<file path="src/rtl/sha_round_sequencer.sv">
// Moore control sequencer for one SHA-256 compression core: IV load, message fetch
// handshake, round stepping, H accumulation and working-variable reload over 1..MAX_BLOCKS blocks.
module sha_round_sequencer #(
    parameter int ROUNDS     = 64,
    parameter int MAX_BLOCKS = 3
) (
    input  logic       clk,
    input  logic       rst,
    input  logic       start,
    input  logic [1:0] num_blocks,
    input  logic       abort,
    input  logic       msg_ack,
    output logic       busy,
    output logic       done,
    output logic [1:0] block_idx,
    output logic [5:0] round_idx,
    output logic       init_h,
    output logic       msg_req,
    output logic       round_en,
    output logic       accum_en,
    output logic       wv_load
);

    typedef enum logic [2:0] {
        S_IDLE,
        S_INIT,
        S_MSG_REQ,
        S_ROUND,
        S_ACCUM,
        S_WV_LOAD,
        S_DONE
    } state_t;

    localparam logic [5:0] LAST_ROUND = 6'(ROUNDS - 1);
    localparam logic [1:0] MAX_COUNT  = 2'(MAX_BLOCKS);

    state_t     state_q, state_d;
    logic [1:0] block_idx_q, block_idx_d;
    logic [1:0] count_q, count_d;
    logic [5:0] round_idx_q, round_idx_d;

    logic start_ok;
    logic more_blocks;

    assign start_ok    = start && !abort && (num_blocks != 2'd0) && (num_blocks <= MAX_COUNT);
    // Widened by one bit so block_idx+1 cannot alias back to a small value.
    assign more_blocks = ({1'b0, block_idx_q} + 3'd1) < {1'b0, count_q};

    always_comb begin
        state_d     = state_q;
        block_idx_d = block_idx_q;
        count_d     = count_q;
        round_idx_d = '0;

        case (state_q)
            S_IDLE: begin
                if (start_ok) begin
                    state_d     = S_INIT;
                    count_d     = num_blocks;
                    block_idx_d = 2'd0;
                end
            end
            S_INIT: begin
                state_d = S_MSG_REQ;
            end
            S_MSG_REQ: begin
                if (msg_ack) begin
                    state_d = S_ROUND;
                end
            end
            S_ROUND: begin
                if (round_idx_q == LAST_ROUND) begin
                    state_d = S_ACCUM;
                end else begin
                    round_idx_d = round_idx_q + 6'd1;
                end
            end
            S_ACCUM: begin
                if (more_blocks) begin
                    block_idx_d = block_idx_q + 2'd1;
                    state_d     = S_WV_LOAD;
                end else begin
                    state_d = S_DONE;
                end
            end
            S_WV_LOAD: begin
                state_d = S_MSG_REQ;
            end
            S_DONE: begin
                state_d = S_IDLE;
            end
            default: begin
                state_d = S_IDLE;
            end
        endcase

        // Abort wins over every transition, including a pending block increment.
        if (abort && (state_q != S_IDLE)) begin
            state_d     = S_IDLE;
            block_idx_d = block_idx_q;
            count_d     = count_q;
            round_idx_d = '0;
        end
    end

    always_ff @(posedge clk or posedge rst) begin
        if (rst) begin
            state_q     <= S_IDLE;
            block_idx_q <= 2'd0;
            count_q     <= 2'd0;
            round_idx_q <= 6'd0;
        end else begin
            state_q     <= state_d;
            block_idx_q <= block_idx_d;
            count_q     <= count_d;
            round_idx_q <= round_idx_d;
        end
    end

    // round_idx_q is zero outside ROUND, so it can drive the port directly.
    assign busy      = (state_q != S_IDLE);
    assign done      = (state_q == S_DONE);
    assign init_h    = (state_q == S_INIT);
    assign msg_req   = (state_q == S_MSG_REQ);
    assign round_en  = (state_q == S_ROUND);
    assign accum_en  = (state_q == S_ACCUM);
    assign wv_load   = (state_q == S_WV_LOAD);
    assign block_idx = block_idx_q;
    assign round_idx = round_idx_q;

endmodule
</file>
<file path="config.mk">
export PLATFORM = sky130hd
export DESIGN_NAME = sha_round_sequencer
export DESIGN_NICKNAME = d
export VERILOG_FILES = /design/src/rtl/sha_round_sequencer.sv
export SDC_FILE = /design/constraint.sdc
export NUM_CORES = 1
export LEC_CHECK = 0
export CORE_MARGIN = 2
export CORE_UTILIZATION = 40
export DETAILED_ROUTE_END_ITERATION = 8
export HOLD_SLACK_MARGIN = 0.12
export PLACE_DENSITY = 0.7
export SYNTH_ARGS = -nofsm -noshare
export SYNTH_HDL_FRONTEND = slang
export SYNTH_SLANG_ARGS = --single-unit
</file>
<file path="constraint.sdc">
create_clock -name clk -period 2.5 [get_ports clk]
set_input_delay 0.5 -clock clk [delete_from_list [all_inputs] [get_ports clk]]
set_output_delay 0.5 -clock clk [all_outputs]
set_load 0.03 [all_outputs]
</file>
==> impl_results.md <==
* Drt pass-1 iters at 4
* Via count at 640
* # rows at 15
* Initial core utilization at 0.430
* Rel. slew slack at 0.664
* Post-CTS sizing at 1
* DP Area at 987 sq um
* CTS hold repair buffers at 0
* CTS tree: built
* CP Launch Type: flip-flop
* CTS Root Cell: clkbuf_4
* Tightest Pin Transition at 0.504 ns
* Fin crit share at 0.939
* Num CTS Buffers at 3
* First-pass GRT wire length at 2.39 mm
* DR WL/cell at 12.1 um
* Data arrival, critical path at 1.85 ns
* # nets final at 113
* Number of setup buffers added after CTS at 0
* Fin Setup TNS at 0 ns
* Synth Instances at 77
* Max Cap Viol at 0
* Syn_nets at 87
* Final Cell Area at 0.00101 sq mm
* R2R Path Start: block_idx[0]$_DFFE_PP0P_
* Final Hold Vio Count at 0
* Cell taking the most area after synthesis: dfrtp_1
* 1st-iter DRT viols at 12
* Sequential-to-total area share from yosys stat at 0.438
* Chip Width at 47.1 um
* Worst-path maximum fanout at 14
* Endpoint type of the worst setup path: primary output
* Final Skew at 0.00462 ns
* Power per Cell Area at 683 mW/mm^2
* Yosys warning count at 0
* Non-filler instance count after layout at 127
* Share of the core filled with cells at 0.586
* R2r endpoint: state_q[1]$_DFFE_PP0P_
* Post-synthesis register bit count at 13
* Leak at 0.000436 uW
* HP Class: reg -> reg
* VDD IR max at 0.000412 V
* P&R area growth vs syn at 36.4%
* Status: finished, final reports clean
* Pin count of the biggest net entering global routing at 15
* Final Setup Violations at 0
* Final Max Slew Viols at 0
* CP endpoint: accum_en
* Crit Path Class: reg -> out
* Die height at 47.1 um
* Final Power at 691 uW
* TritonCTS Sinks at 13
* R2R depth at 6
* Setup repair after global routing missed its margin: false
* Die Footprint at 0.00222 sq mm
* Core footprint at 0.00173 sq mm
* Antenna Cells at 0
* Buffers added on ports at 21
* DP Cell Count at 123
* Detailed-route DRC error count at 0
* Max clock buf depth at 2
* Post-Route WL at 1.53 mm
* Post-synth top area share at 0.438
* Clk Latency, worst-skew pair at 0.27 ns
* Layout cells sized above 1 at 0.108
* Critical Path Start: state_q[1]$_DFFE_PP0P_
* Final ANT Viol Nets at 0
* CP required at 2.00 ns
* Reg2reg setup slack at 0.57 ns
* GP Congestion at 0.815
* Netlist cell types at 28
* Vias per cell at 5.04
* Tmin final at 2.35 ns
* Initial antenna violation count at 0
* GR Overflow Total at 0
* Clock Pin Slew Worst Setup and Hold Paths at 0.08 ns
* Mapped Area at 742 sq um
* CTS H-tree depth at 1
* Most area-consuming cells after synthesis: dfrtp_1, nor2_1, mux2_4
* Vias in the first global route at 574
* Mean instance size in the synthesized netlist at 9.64 sq um
* HPWL after detailed placement at 1.20 mm
* Boundary pin count at 22
* GR Util All Layers at 0.157
* Maximum clock rate at 426 MHz
-- critical path, stage by stage, from the launching register on --
cell and delay (ns):
dfrtp_1 0.40, buf_4 0.18, nor3b_1 0.27, clkdlybuf4s50_1 0.73
-- per-stage QoR --
step	hold WS, ns	setup WS (ns)
3_5_place_dp	0.499	0.305
4_1_cts	0.509	0.134
6_report	0.496	0.152
2_1_floorplan	0.377	0.528
3_3_place_gp	0.482	0.346
5_1_grt	0.525	0.0732
-- kinds of logic (layout without fill, tap and decap cells) --
kind of cell,after synthesis,in the layout,share of synthesized area
adders and majority gates,3,3,0.0607
buffers and inverters,8,33,0.0506
AOI/OAI and AO/OA,12,12,0.101
muxes,2,2,0.0405
xor gates and xnor gates,4,4,0.0472
and+or+nand+nor,35,35,0.261
DFF,13,13,0.438
-- layout make-up --
| class | count | area, sq um |
|---|---|---|
| Multi-Input combinational cell | 56 | 379 |
| Timing Repair Buffer | 24 | 231 |
| Fill cell | 172 | 714 |
| Tap cell | 25 | 31.3 |
| Clock buffer | 4 | 26.3 |
| Sequential cell | 13 | 325 |
| Inverter | 5 | 18.8 |
-- layer usage --
layer / track usage / share of wire
met3: 0.0423 / 0.058
met2: 0.236 / 0.44
met1: 0.210 / 0.49
met5: 0 / 0
met4: 0.0778 / 0.018
-- report_power, final --
group          leakage, uW  switching, uW  total, uW  internal (uW)
combinational     0.000246            156        294            137
clock            0.0000150           64.2        126           61.6
sequential        0.000174           29.6        271            242
-- sequential cells by signal (all words and copies together) (netlist names) --
signal	count
state_q	3
block_idx	2
round_idx	6
count_q	2
-- layout by cell type, fill, tap and decap left out, types with 2 or more instances in the layout --
| cell type | synthesis | routed |
|---|---|---|
| inv_1 | 5 | 5 |
| nor3b_1 | 4 | 4 |
| buf_4 | 0 | 3 |
| clkdlybuf4s50_1 | 0 | 20 |
| dfrtp_1 | 13 | 13 |
| and3_1 | 2 | 2 |
| xor2_1 | 2 | 2 |
| nand2b_1 | 2 | 2 |
| a21oi_1 | 5 | 5 |
| clkbuf_4 | 0 | 3 |
| nor3_1 | 2 | 2 |
| o21ai_0 | 3 | 3 |
| ha_1 | 2 | 2 |
| mux2_4 | 2 | 2 |
| xnor2_1 | 2 | 2 |
| nand2_1 | 5 | 5 |
| nor2_1 | 10 | 10 |
| nand3_1 | 4 | 4 |
-- synth_stat cells --
master and n:
and2_1 1, xor2_1 2, nor2_1 10, buf_6 1, a211o_1 1, a21oi_1 5, nor3_1 2, mux2_4 2
a2111oi_0 1, nand4b_1 1, a211oi_1 1, nand2_1 5, nor3b_1 4, o32a_1 1, ha_1 2, or4b_4 1
fa_1 1, or2_2 1, and3_1 2, nand2b_1 2, clkbuf_1 2, or3_4 1, inv_1 5, dfrtp_1 13
xnor2_1 2, or3_1 1, nand3_1 4, o21ai_0 3
-- worst min path at each step --
| stage | from | cells past startpoint | end | slack, ns |
|---|---|---|---|---|
| 2_1_floorplan | rst | 1 | block_idx[0]$_DFFE_PP0P_ | 0.38 |
| 3_3_place_gp | round_idx[0]$_DFF_PP0_ | 1 | round_idx[0]$_DFF_PP0_ | 0.48 |
| 3_5_place_dp | round_idx[0]$_DFF_PP0_ | 1 | round_idx[0]$_DFF_PP0_ | 0.50 |
| 4_1_cts | round_idx[0]$_DFF_PP0_ | 1 | round_idx[0]$_DFF_PP0_ | 0.51 |
| 5_1_grt | round_idx[0]$_DFF_PP0_ | 1 | round_idx[0]$_DFF_PP0_ | 0.52 |
| 6_report | round_idx[0]$_DFF_PP0_ | 1 | round_idx[0]$_DFF_PP0_ | 0.50 |
(Power assumes the default switching activity.)
